<file path="config.mk">
export PLATFORM = sky130hd
export DESIGN_NAME = decode_flow_ctrl
export DESIGN_NICKNAME = d
export VERILOG_FILES = /design/src/rtl/core.sv /design/src/rtl/InsnDecodePkg.sv /design/src/rtl/decode_flow_ctrl.sv
export SDC_FILE = /design/constraint.sdc
export NUM_CORES = 1
export LEC_CHECK = 0
export ABC_AREA = 1
export CAP_MARGIN = 20
export CORE_MARGIN = 2
export CORE_UTILIZATION = 47
export CTS_CLUSTER_DIAMETER = 150
export CTS_CLUSTER_SIZE = 40
export DETAILED_ROUTE_END_ITERATION = 10
export PLACE_DENSITY = 0.8
export SYNTH_ARGS = -nofsm -noshare
export SYNTH_HDL_FRONTEND = slang
export SYNTH_SLANG_ARGS = --single-unit
</file>
<file path="constraint.sdc">
create_clock -name clk -period 8.7 [get_ports clk]
set_input_delay 1.74 -clock clk [delete_from_list [all_inputs] [get_ports clk]]
set_output_delay 1.74 -clock clk [all_outputs]
set_load 0.05 [all_outputs]
</file>
<file path="src/rtl/core.sv">
// Core-wide sizing shared by the front-end blocks.
// Latency: n/a (constants only).
// Backpressure: n/a.
package core;

   localparam int ADDR_WIDTH      = 32;
   localparam int INSN_ADDR_START = 2;
   localparam int INSN_WIDTH      = 32;

endpackage

</file>
<file path="src/rtl/InsnDecodePkg.sv">
// Light pre-decode helpers usable at fetch time, before full decode.
// Latency: combinational functions.
// Backpressure: n/a.
package InsnDecodePkg;

   // Control-transfer encodings: conditional branches, JAL and JALR.
   // Masks cover the full word so callers can hand in the raw instruction.
   localparam logic [core::INSN_WIDTH-1:0] BRANCH_MASK  = 'h0000_007F;
   localparam logic [core::INSN_WIDTH-1:0] BRANCH_MATCH = 'h0000_0063;
   localparam logic [core::INSN_WIDTH-1:0] JAL_MASK     = 'h0000_007F;
   localparam logic [core::INSN_WIDTH-1:0] JAL_MATCH    = 'h0000_006F;
   localparam logic [core::INSN_WIDTH-1:0] JALR_MASK    = 'h0000_707F;
   localparam logic [core::INSN_WIDTH-1:0] JALR_MATCH   = 'h0000_0067;

   function automatic logic insn_is_branch(input logic [core::INSN_WIDTH-1:0] insn);
      return ((insn & BRANCH_MASK) == BRANCH_MATCH) ||
             ((insn & JAL_MASK)    == JAL_MATCH)    ||
             ((insn & JALR_MASK)   == JALR_MATCH);
   endfunction

endpackage

</file>
<file path="src/rtl/decode_flow_ctrl.sv">
// Fetch->Decode skid queue (2 entries) that stalls issue behind an unresolved branch and flushes on a taken one.
// Latency: a beat pushed into an empty queue is offered to Decode the next cycle; redirect pulses the cycle after a taken resolve.
// Backpressure: fetch_ready drops when the queue is full, in FLUSH or in reset; dec_valid is held off while a branch is outstanding.
module decode_flow_ctrl #(
   parameter int ADDR_WIDTH      = core::ADDR_WIDTH,
   parameter int INSN_ADDR_START = core::INSN_ADDR_START,
   parameter int INSN_WIDTH      = core::INSN_WIDTH
) (
   input  logic                                  clk,
   input  logic                                  rst,
   input  logic                                  fetch_valid,
   input  logic [ADDR_WIDTH-INSN_ADDR_START-1:0] fetch_addr,
   input  logic [INSN_WIDTH-1:0]                 fetch_insn,
   output logic                                  fetch_ready,
   output logic                                  dec_valid,
   output logic [ADDR_WIDTH-INSN_ADDR_START-1:0] dec_addr,
   output logic [INSN_WIDTH-1:0]                 dec_insn,
   input  logic                                  dec_ready,
   input  logic                                  br_resolve,
   input  logic                                  br_taken,
   input  logic [ADDR_WIDTH-INSN_ADDR_START-1:0] br_target,
   output logic                                  redirect_valid,
   output logic [ADDR_WIDTH-INSN_ADDR_START-1:0] redirect_addr,
   output logic [15:0]                           stall_cnt
);

   localparam int AW = ADDR_WIDTH - INSN_ADDR_START;

   localparam logic [1:0] IDLE    = 2'd0;
   localparam logic [1:0] BR_WAIT = 2'd1;
   localparam logic [1:0] FLUSH   = 2'd2;

   logic [1:0]            state;
   logic [1:0]            count;
   logic                  rd_ptr;
   logic                  wr_ptr;
   logic [AW-1:0]         addr_mem [2];
   logic [INSN_WIDTH-1:0] insn_mem [2];
   logic                  br_mem   [2];
   logic                  redirect_q;

   logic push;
   logic pop;
   logic head_is_branch;
   logic take_flush;

   // Handshakes. Both ready/valid are forced low in reset without waiting for an edge.
   assign fetch_ready    = rst && (count < 2'd2) && (state != FLUSH);
   assign dec_valid      = rst && (count != 2'd0) && (state == IDLE);
   assign push           = fetch_valid && fetch_ready;
   assign pop            = dec_valid && dec_ready;
   assign head_is_branch = br_mem[rd_ptr];
   // A taken resolve only counts while a branch is actually outstanding.
   assign take_flush     = (state == BR_WAIT) && br_resolve && br_taken;

   assign dec_addr = addr_mem[rd_ptr];
   assign dec_insn = insn_mem[rd_ptr];

   // Mask the registered pulse if reset lands in the FLUSH cycle, so an abandoned flush never redirects.
   assign redirect_valid = redirect_q && rst;

   // Queue storage: written on an accepted push; a push racing a taken flush is discarded.
   always_ff @(posedge clk) begin
      if (push && !take_flush) begin
         addr_mem[wr_ptr] <= fetch_addr;
         insn_mem[wr_ptr] <= fetch_insn;
         br_mem[wr_ptr]   <= InsnDecodePkg::insn_is_branch(fetch_insn);
      end
   end

   // Queue pointers and occupancy; a taken flush empties the queue at the same edge.
   always_ff @(posedge clk) begin
      if (!rst) begin
         count  <= 2'd0;
         rd_ptr <= 1'b0;
         wr_ptr <= 1'b0;
      end else if (take_flush) begin
         count  <= 2'd0;
         rd_ptr <= 1'b0;
         wr_ptr <= 1'b0;
      end else begin
         if (push) begin
            wr_ptr <= ~wr_ptr;
         end
         if (pop) begin
            rd_ptr <= ~rd_ptr;
         end
         if (push && !pop) begin
            count <= count + 2'd1;
         end else if (!push && pop) begin
            count <= count - 2'd1;
         end
      end
   end

   // Issue control: stop after issuing a branch, resume on resolve, spend one cycle flushing on a taken one.
   always_ff @(posedge clk) begin
      if (!rst) begin
         state <= IDLE;
      end else begin
         case (state)
            IDLE: begin
               if (pop && head_is_branch) begin
                  state <= BR_WAIT;
               end
            end
            BR_WAIT: begin
               if (br_resolve) begin
                  state <= br_taken ? FLUSH : IDLE;
               end
            end
            FLUSH: begin
               state <= IDLE;
            end
            default: begin
               state <= IDLE;
            end
         endcase
      end
   end

   // Redirect to Fetch: one-cycle pulse after a taken resolve; the address is held between pulses.
   always_ff @(posedge clk) begin
      if (!rst) begin
         redirect_q    <= 1'b0;
         redirect_addr <= '0;
      end else begin
         redirect_q <= take_flush;
         if (take_flush) begin
            redirect_addr <= br_target;
         end
      end
   end

   // Branch-wait cycle counter, saturating rather than wrapping.
   always_ff @(posedge clk) begin
      if (!rst) begin
         stall_cnt <= 16'd0;
      end else if ((state == BR_WAIT) && (stall_cnt != 16'hFFFF)) begin
         stall_cnt <= stall_cnt + 16'd1;
      end
   end

endmodule
</file>
==> results.md <==
* H-tree levels at 4
* Global Route Usage Sum at 19.2%
* WP data arrival at 3710 ps
* Total number of vias at 4,701
* # Post-CTS Setup Buffers at 0
* Total iterations of the first detailed-routing run at 4
* Setup CP Type: in2out
* Unrepaired setup endpoints after global routing: no
* Placed Area at 9130 um2
* Syn_area_per_cell at 13.1 um2
* Num CTS Buffers at 17
* Worst skew pair latency at 410 ps
* Number of port buffers at 208
* Post-route design area at 9720 um2
* Worst-path clk slew at 70 ps
* Nets at 836
* Crit-path max FO at 40
* Die width at 125 um
* Startpoint types: input port
* Post-detail-place hpwl at 10,100 um
* Fin Setup TNS at 0 ps
* Mapped cell area at 6860 um2
* Clock Tree Buf Depth at 2
* Die height at 125 um
* Mapped Cells at 523
* Placed Cells at 900
* Max Freq at 0.183 GHz
* PD cells at 208 nW/um2
* Commonest non-fill, non-tap cell in the layout: clkdlybuf4s50_1
* Status: finished clean
* Crit share post-route at 62.7%
* Critical Path Sink Type: output port
* Worst min-delay path category: reg2reg
* Initial Util at 47.7%
* DR iter-0 viols at 227
* Dpl ws at 3260 ps
* Leak pwr at 3.46 nW
* TritonCTS Sinks at 180
* # DRC at 0
* Vias in the first global route at 4,740
* Setup ws final at 3250 ps
* CTS tree: built
* Post-synthesis sequential area ratio at 70.9%
* Tmin final at 5450 ps
* Final hold vios at 0
* Std-Cell Rows at 44
* Post-Layout Cell Count at 933
* Total power at 2.03 mW
* P&R area growth vs syn at 41.7%
* Total I/O pin count at 209
* Initial antenna violation count at 0
* #FFs+latches synth at 180
* Clock Skews at 8.00 ps
* Placer congestion estimate at 0.806
* Syn_nets at 623
* Share of cells above drive strength 1 at 15.2%
* Synth Warn # at 0
* Max-slew violations at 0
* Root Driver: clkbuf_16
* Grt ovf at 0
* First-pass GRT wire length at 23,600 um
* Required time worst endpoint at 6960 ps
* Hold_ws at 468 ps
* # resized after CTS at 0
* Wirelength per Cell at 15.9 um
* Util after Layout at 67.7%
* Most frequent cells in the layout: 208 x clkdlybuf4s50_1, 126 x edfxtp_1, 118 x nand2_1
* Worst rel slew slack at 43.2%
* Final setup violation count at 0
* Max cap viols at 0
* Yosys cell types at 32
* Worst-Margin Slew at 852 ps
* Core ar. at 14,400 um2
* Ant. Diodes at 0
* R2r setup slk at 6260 ps
* Maximum number of pins on one net before global-route repair at 64
* Total die area at 15,600 um2
* Final WL at 14,800 um
* Number of routed nets with antenna violations at 0
* DR vias/cell at 5.04
* Worst vdd ir at 0.000138 V
* CTS Hold Bufs at 0
## registers in the layout (all words and copies together) (netlist names), named ones only
name,flops
stall_cnt,16
addr_mem,60
count,2
insn_mem,64
wr_ptr,1
br_mem,2
redirect_q,1
redirect_addr,30
state,2
rd_ptr,1
## where the power goes
| part | switching [mW] | internal, mW |
|---|---|---|
| Combinational | 0.197 | 0.131 |
| Clock | 0.312 | 0.426 |
| Sequential | 0.00830 | 0.952 |
## final timing paths
path                                         from           endpoint  depth (start not counted)
worst min-delay path            redirect_addr[21]  redirect_addr[21]                          2
worst max-delay path                          rst        fetch_ready                          5
worst max register to register           state[0]    addr_mem[1][15]                          6
worst min register to register  redirect_addr[21]  redirect_addr[21]                          2
## synth_stat cells, drive strengths merged
master,n,share of area (%)
mux2,63,10
xnor2,2,0.26
nor2,33,2.2
or2,2,0.18
edfxtp,126,55
nand2,120,6.6
a21oi,18,1.3
nand3,42,3.1
dfxtp,54,16
o211ai,1,0.11
buf,14,1.1
nor3,2,0.15
clkinv,1,0.055
xor2,5,0.64
nand3b,1,0.11
ha,2,0.36
o21a,1,0.11
o21ai,3,0.38
inv,21,1.1
nor4,1,0.091
nand4,5,0.46
nor3b,1,0.11
clkbuf,5,0.27
## worst max-delay path, stage by stage
cell,delay [ps]
clkdlybuf4s50_1,450
buf_4,360
o21ai_0,150
nor2_1,160
clkdlybuf4s50_1,830
## metal layers
layer / wire (um) / track usage, % / up-vias
li1: - / - / 2264
met1: 6000 / 22.4 / 2218
met2: 7230 / 32.5 / 198
met3: 1340 / 7.26 / 21
met4: 266 / 6.54 / 0
met5: 0 / 0 / -
## logic make-up (layout without fill, tap and decap cells)
group	after synthesis	after routing	synth area share, %
and+or+nand+nor	207	207	13.0
muxes	63	63	10.3
buffers and inverters	41	267	2.54
DFF	180	180	70.9
adders and majority gates	2	2	0.365
xor gates and xnor gates	7	7	0.894
AOI/OAI and AO/OA	23	23	1.92
## layout make-up
| class | instances | area, um2 |
|---|---|---|
| Sequential cell | 180 | 4870 |
| Tap cell | 184 | 230 |
| Inverter | 22 | 82.6 |
| Clock buffer | 18 | 429 |
| Fill cell | 1002 | 4650 |
| Timing Repair Buffer | 213 | 2130 |
| Multi-Input combinational cell | 302 | 1830 |
| Clock inverter | 14 | 153 |
Note: power is estimated with default switching activity, not from simulation.
